### src/rtl/tape_mem_arbiter.sv
// Two-port round-robin arbiter sharing the single tape memory port between the
// Turing-machine engine (port 0) and a tape scanner/debug reader (port 1).
// Works with both a zero-latency SRAM (ack=1, busy=0) and a multi-cycle DRAM
// controller; aborts a transaction that is not acked within TIMEOUT cycles.
module tape_mem_arbiter #(
    parameter int unsigned ABITS   = 16,
    parameter int unsigned DBITS   = 4,
    parameter int unsigned TIMEOUT = 1023
) (
    input  logic             clk,
    input  logic             rst,
    // Requester 0: Turing-machine engine
    input  logic             r0_ena,
    input  logic             r0_write,
    input  logic [ABITS-1:0] r0_addr,
    input  logic [DBITS-1:0] r0_wr_data,
    output logic             r0_ack,
    output logic             r0_busy,
    // Requester 1: tape scanner / debug reader
    input  logic             r1_ena,
    input  logic             r1_write,
    input  logic [ABITS-1:0] r1_addr,
    input  logic [DBITS-1:0] r1_wr_data,
    output logic             r1_ack,
    output logic             r1_busy,
    // Shared read data, forwarded unregistered
    output logic [DBITS-1:0] rd_data,
    // Memory side
    output logic             mem_ena,
    output logic             mem_write,
    output logic [ABITS-1:0] mem_addr,
    output logic [DBITS-1:0] mem_wr_data,
    input  logic [DBITS-1:0] mem_rd_data,
    input  logic             mem_busy,
    input  logic             mem_ack,
    // Status
    output logic [31:0]      grant_cnt0,
    output logic [31:0]      grant_cnt1,
    output logic             timeout_err
);

    // The ISSUE counter only has to hold 0..TIMEOUT-1.
    localparam int unsigned   CW      = (TIMEOUT < 2) ? 1 : $clog2(TIMEOUT);
    localparam logic [CW-1:0] CntLast = CW'(TIMEOUT - 1);

    typedef enum logic [1:0] {StIdle, StIssue, StWait} state_e;

    state_e          state_q, state_d;
    logic            grant_q, grant_d;
    logic            last_q, last_d;
    logic [CW-1:0]   cnt_q, cnt_d;
    logic [31:0]     gcnt0_q, gcnt0_d;
    logic [31:0]     gcnt1_q, gcnt1_d;
    logic            terr_q, terr_d;
    logic            sel_ena;

    // Memory request fields always follow the granted port.
    always_comb begin
        sel_ena     = grant_q ? r1_ena     : r0_ena;
        mem_write   = grant_q ? r1_write   : r0_write;
        mem_addr    = grant_q ? r1_addr    : r0_addr;
        mem_wr_data = grant_q ? r1_wr_data : r0_wr_data;
        rd_data     = mem_rd_data;
    end

    // Next-state, handshake and busy outputs.
    always_comb begin
        state_d = state_q;
        grant_d = grant_q;
        last_d  = last_q;
        cnt_d   = cnt_q;
        gcnt0_d = gcnt0_q;
        gcnt1_d = gcnt1_q;
        terr_d  = terr_q;
        mem_ena = 1'b0;
        r0_ack  = 1'b0;
        r1_ack  = 1'b0;
        r0_busy = mem_busy;
        r1_busy = mem_busy;

        // While a transaction owns the port the other requester must hold off.
        if (state_q != StIdle) begin
            r0_busy = grant_q ? 1'b1 : mem_busy;
            r1_busy = grant_q ? mem_busy : 1'b1;
        end

        case (state_q)
            StIdle: begin
                if (r0_ena || r1_ena) begin
                    // On a tie the port that did not win last time goes first.
                    grant_d = (r0_ena && r1_ena) ? ~last_q : r1_ena;
                    last_d  = grant_d;
                    cnt_d   = '0;
                    state_d = StIssue;
                end
            end
            StIssue: begin
                mem_ena = sel_ena;
                if (sel_ena && mem_ack) begin
                    // Ack beats a simultaneous timeout.
                    r0_ack  = ~grant_q;
                    r1_ack  = grant_q;
                    if (grant_q) gcnt1_d = gcnt1_q + 32'd1;
                    else         gcnt0_d = gcnt0_q + 32'd1;
                    state_d = mem_busy ? StWait : StIdle;
                end else if (!sel_ena) begin
                    state_d = StIdle;
                end else if (cnt_q == CntLast) begin
                    state_d = StIdle;
                    terr_d  = 1'b1;
                end else begin
                    cnt_d = cnt_q + 1'b1;
                end
            end
            StWait: begin
                if (!mem_busy) state_d = StIdle;
            end
            default: state_d = StIdle;
        endcase
    end

    // State and status registers with synchronous reset.
    always_ff @(posedge clk) begin
        if (rst) begin
            state_q <= StIdle;
            grant_q <= 1'b0;
            last_q  <= 1'b1;
            cnt_q   <= '0;
            gcnt0_q <= '0;
            gcnt1_q <= '0;
            terr_q  <= 1'b0;
        end else begin
            state_q <= state_d;
            grant_q <= grant_d;
            last_q  <= last_d;
            cnt_q   <= cnt_d;
            gcnt0_q <= gcnt0_d;
            gcnt1_q <= gcnt1_d;
            terr_q  <= terr_d;
        end
    end

    assign grant_cnt0  = gcnt0_q;
    assign grant_cnt1  = gcnt1_q;
    assign timeout_err = terr_q;

endmodule

### config.mk
export PLATFORM = sky130hd
export DESIGN_NAME = tape_mem_arbiter
export DESIGN_NICKNAME = d
export VERILOG_FILES = /design/src/rtl/tape_mem_arbiter.sv
export SDC_FILE = /design/constraint.sdc
export NUM_CORES = 1
export LEC_CHECK = 0
export ABC_AREA = 1
export CAP_MARGIN = 20
export CORE_ASPECT_RATIO = 0.8
export CORE_MARGIN = 2
export CORE_UTILIZATION = 55
export DETAILED_ROUTE_END_ITERATION = 12
export DONT_BUFFER_PORTS = 1
export PLACE_DENSITY = 0.7
export SLEW_MARGIN = 15
export SYNTH_ARGS = -nofsm -noshare
export SYNTH_HDL_FRONTEND = slang
export SYNTH_SLANG_ARGS = --single-unit
### constraint.sdc
create_clock -name clk -period 1.7 [get_ports clk]
set_input_delay 0.51 -clock clk [delete_from_list [all_inputs] [get_ports clk]]
set_output_delay 0.51 -clock clk [all_outputs]
set_load 0.05 [all_outputs]
==> results.md <==
- The netlist uses 37 different library cells.
- The multi-input gate area in the final layout is about 2900 µm².
- The average via count per standard cell is roughly 5.4.
- The pin count of the biggest net entering global routing is between 40 and 50.
- The final antenna diode count is 0.
- Global routing finished with a remaining overflow of 0.
- Timing would allow up to around 550 MHz.
- The congestion estimate from routability-driven global placement came to slightly below 0.9.
- The static leakage is approximately 2.7 nW.
- The cell sitting at the root of the clock tree is a sky130_fd_sc_hd__clkbuf_8.
- The number of global-route vias before repair is between 4,000 and 5,000.
- In this run the critical register-to-register path is launched from grant_q.
- Detailed placement ended at an HPWL of 9845 µm.
- The number of maximum-capacitance violations is 0.
- The met1 track demand over resource is 0.3563.
- In this run the horizontal extent of the chip is between 100 and 150 µm.
- Of the synthesized area, sequential elements account for 0.3384.
- The critical path class is reg -> out.
- Of all flip-flops after synthesis, the portion carrying an async set or reset was 0.
- The end of the worst register-to-register path is grant_cnt1[27].
- The checks that failed: setup timing.
- In this run the tightest slew margin relative to its limit is 0.6226.
- The buffer and inverter count on the worst path is 2.
- For this run, global-route usage on met2 was measured as 0.4988.
- In this run, the number of DRC markers left after iteration 0 of detailed routing was 375.
- Once layout is done, the placed cells without fillers occupy around 6500 µm².
- The power after layout is about 4.3 mW.
- Counting I/O delays and the setup requirement, the final critical path takes between 1500 and 2000 ps.
- The final layout contains about 930 nets.
- The worst register-to-register path has a setup slack of 0 ps.
- The final count of hold timing violations is 0.
- The final-report max-slew violation count is 0.
- The DRC violations left is 0.
- For the pin with the worst max-slew slack, the measured transition is 560.2 ps.
- Clock tree synthesis inserted a total of 9 buffers.
- The overall routing resource usage is 0.2904.
- The final clock period utilization by the worst path is 1.077.
- The sequential cells in the finished layout cover a total of ~1600 µm².
- Of the cells placed in the final design, the portion with a size suffix greater than 1 is 0.2563.
- The type of element capturing the critical path is an output pin.
- The maximum level of the CTS H-tree is 3.
- Wires add up to between 10,000 and 15,000 µm.
- The placeable core area is 8371 µm².
- Once routing completed, OpenROAD measured the worst setup slack at -131.2 ps.
- The layout overhead on the synthesized area is 38.13%.
- The total number of vias is between 5,000 and 6,000.
- For this design the ratio of total power to cell area is roughly 660 nW/µm².
- The run finished, with violations left.
- The number of flops mapped to enable cells by yosys is 0.
- The count of hold buffers inserted by post-cts repair is 0.
- The tightest hold path in the finished design has a slack of between 200 and 250 ps.
- The pre-antenna-repair detailed-routing pass consisted of 7 iterations.
- The final setup violation count is 26.
- The layer with the highest usage is met2.
- The floorplan has 30 rows.
- The vertical extent of the die is about 86 µm.
- For this configuration, the core starts out at a cell density of 0.5583.
- The detail route stage leaves a number of antenna-violating nets equal to 0.
- The initial antenna violation count is 0.
- Counting the fill cells in the layout gives between 600 and 700.
- The post-synth net total is about 800.
- The number of register bits inferred by synthesis is 79.
- TritonCTS built the clock tree.
- The slowest library cell on the worst path is sky130_fd_sc_hd__dfxtp_4.
- The placed instance count is roughly 950.
- In the global route stage, met3 resource usage came out at 0.08496.
- Setup repair after global routing could not meet its margin everywhere.
- The clock insertion delay at the later pin of the skew report is around 360 ps.
- The kind of cell adding the most delay to the critical path is flip-flops.
- The tightest min-delay check is of the in -> reg type.
- Setup total negative slack on the finished layout was measured at -1949 ps.
- The die covers roughly 9000 µm².
- Summing every instance area after synthesis gives roughly 4700 µm².
- The placed cell area is ~5800 µm².
- For this run, the leading register cell type out of synthesis is sky130_fd_sc_hd__dfxtp_1.
- At the placement stage, the worst setup path has a slack of 66.98 ps.
- The worst clock skew is 5.818 ps.
- The worst reg-to-reg path cell count is 12.
- The worst hold path terminates at grant_q.
- Along the worst hold path, the cell count comes to 1.
- The kind of launch point of the worst setup path is a flip-flop.
- The worst path arrival time is around 1300 ps.
- The end-of-flow core utilization is 0.7712.
- Counting every instance in the synthesized netlist gives about 750.
- The number of clock sinks seen by CTS is 79.
- Traced cell by cell, the critical path runs through inv_8 -> nand2_4 -> nand2_8 -> nand3_4 -> nor2_4 -> buf_12.
- The number of port buffers is 0.
- The worst voltage drop across the vdd grid is 631.3 µV.
- For this run, the number of Yosys warnings is 0.
- In this run the worst path has a maximum fanout of 8.
- The maximum buffer depth of the clock tree is 2.
- The required time reported for the critical path endpoint is between 1000 and 1500 ps.
- The launch point of the worst hold path is rst.
- The delay of the slowest cell on the worst path is 390 ps.
- The count of placed standard cells in the final layout, fillers left out is around 1,000.
- The first global-routing pass estimated 21,760 µm of wire.
- The clock-pin transition on the worst setup and hold timing paths is approximately 80 ps.
- Dividing the synthesized area by the synthesized cell count gives roughly 6.2 µm².
- The number of top-level pins is between 100 and 150.
- The post-detailed-route wirelength per cell is 14.44 µm.
==> state kept, by name, summed over array words and instances (netlist names) <==
| signal | cells |
|---|---|
| last_q | 1 |
| cnt_q | 10 |
| grant_q | 1 |
| grant_cnt1 | 32 |
| timeout_err | 1 |
| grant_cnt0 | 32 |
| state_q | 2 |
==> synth_stat cells (all sizes together) (8+ instances only) <==
| cell | count | share of area |
|---|---|---|
| nand2 | 252 | 0.21 |
| nor2 | 144 | 0.13 |
| dfxtp | 79 | 0.34 |
| inv | 76 | 0.062 |
| nand3 | 55 | 0.062 |
| a21oi | 31 | 0.033 |
| nand4 | 24 | 0.039 |
| nor3 | 19 | 0.021 |
| o21ai | 17 | 0.018 |
| clkbuf | 12 | 0.0096 |
| buf | 11 | 0.021 |
| xnor2 | 8 | 0.015 |
| xor2 | 8 | 0.015 |
==> power by group <==
group | total, mW | internal, mW | switching [mW]
Clock | 1.56 | 0.828 | 0.735
Combinational | 0.818 | 0.344 | 0.474
Sequential | 1.87 | 1.86 | 0.0125
Total | 4.25 | 3.03 | 1.22
==> worst max-delay path by stage <==
| stage | slack [ps] | depth (start not counted) | start | endpoint |
|---|---|---|---|---|
| global placement | 90 | 8 | r1_ena | grant_cnt0[2] |
| floorplan | -30 | 3 | grant_q | r0_busy |
| detailed placement | 70 | 8 | grant_cnt1[0] | grant_cnt1[18] |
| finish | -130 | 6 | grant_q | r1_ack |
| global route | -190 | 6 | grant_q | r1_ack |
| CTS | -140 | 4 | grant_q | mem_addr[9] |
==> cell families (layout without fill, tap and decap cells) <==
family,after synthesis,after routing,share of synthesized area
flip-flops,79,79,0.3384
buffers and inverters,99,217,0.09317
AND/OR/NAND/NOR,505,508,0.4734
AO/OA/AOI/OAI,50,50,0.05435
adder cells (fa/ha/maj),4,4,0.01071
XOR/XNOR,16,16,0.02999
==> per-layer routing <==
metal,vias up,share of wire
met5,-,0
met4,0,0.021
met3,38,0.090
met2,235,0.49
met1,2459,0.40
li1,2618,-
==> layout make-up <==
| cell class | instances | area share |
|---|---|---|
| Inverter | 76 | 0.04575 |
| Clock buffer | 9 | 0.01919 |
| Sequential cell | 79 | 0.2487 |
| Multi-Input combinational cell | 578 | 0.4450 |
| Tap cell | 112 | 0.02171 |
| Clock inverter | 7 | 0.01512 |
| Timing Repair Buffer | 125 | 0.2045 |
==> repair_timing <==
item | CTS | global route
pin swaps | 3 | 10
resized for setup | 23 | 50
endpoints found under the setup margin | 26 | 73
buffers inserted | 8 | 9
gates cloned | 1 | 3
==> cells in the final DEF, fill, tap and decap left out, drive strengths merged <==
cell      instances
ha                4
and3              2
nand3b            1
o21ai            17
a21oi            31
bufinv            2
nor4              2
nor3             19
and2              1
nand2           252
a211oi            1
or2               1
nor2            147
buf             124
inv              76
xnor2             8
clkinv            3
xor2              8
nor3b             4
bufbuf            1
nand4            24
nand3            55
clkbuf            9
a31oi             1
dfxtp            79
clkinvlp          2
Note: power is estimated with default switching activity, not from simulation.
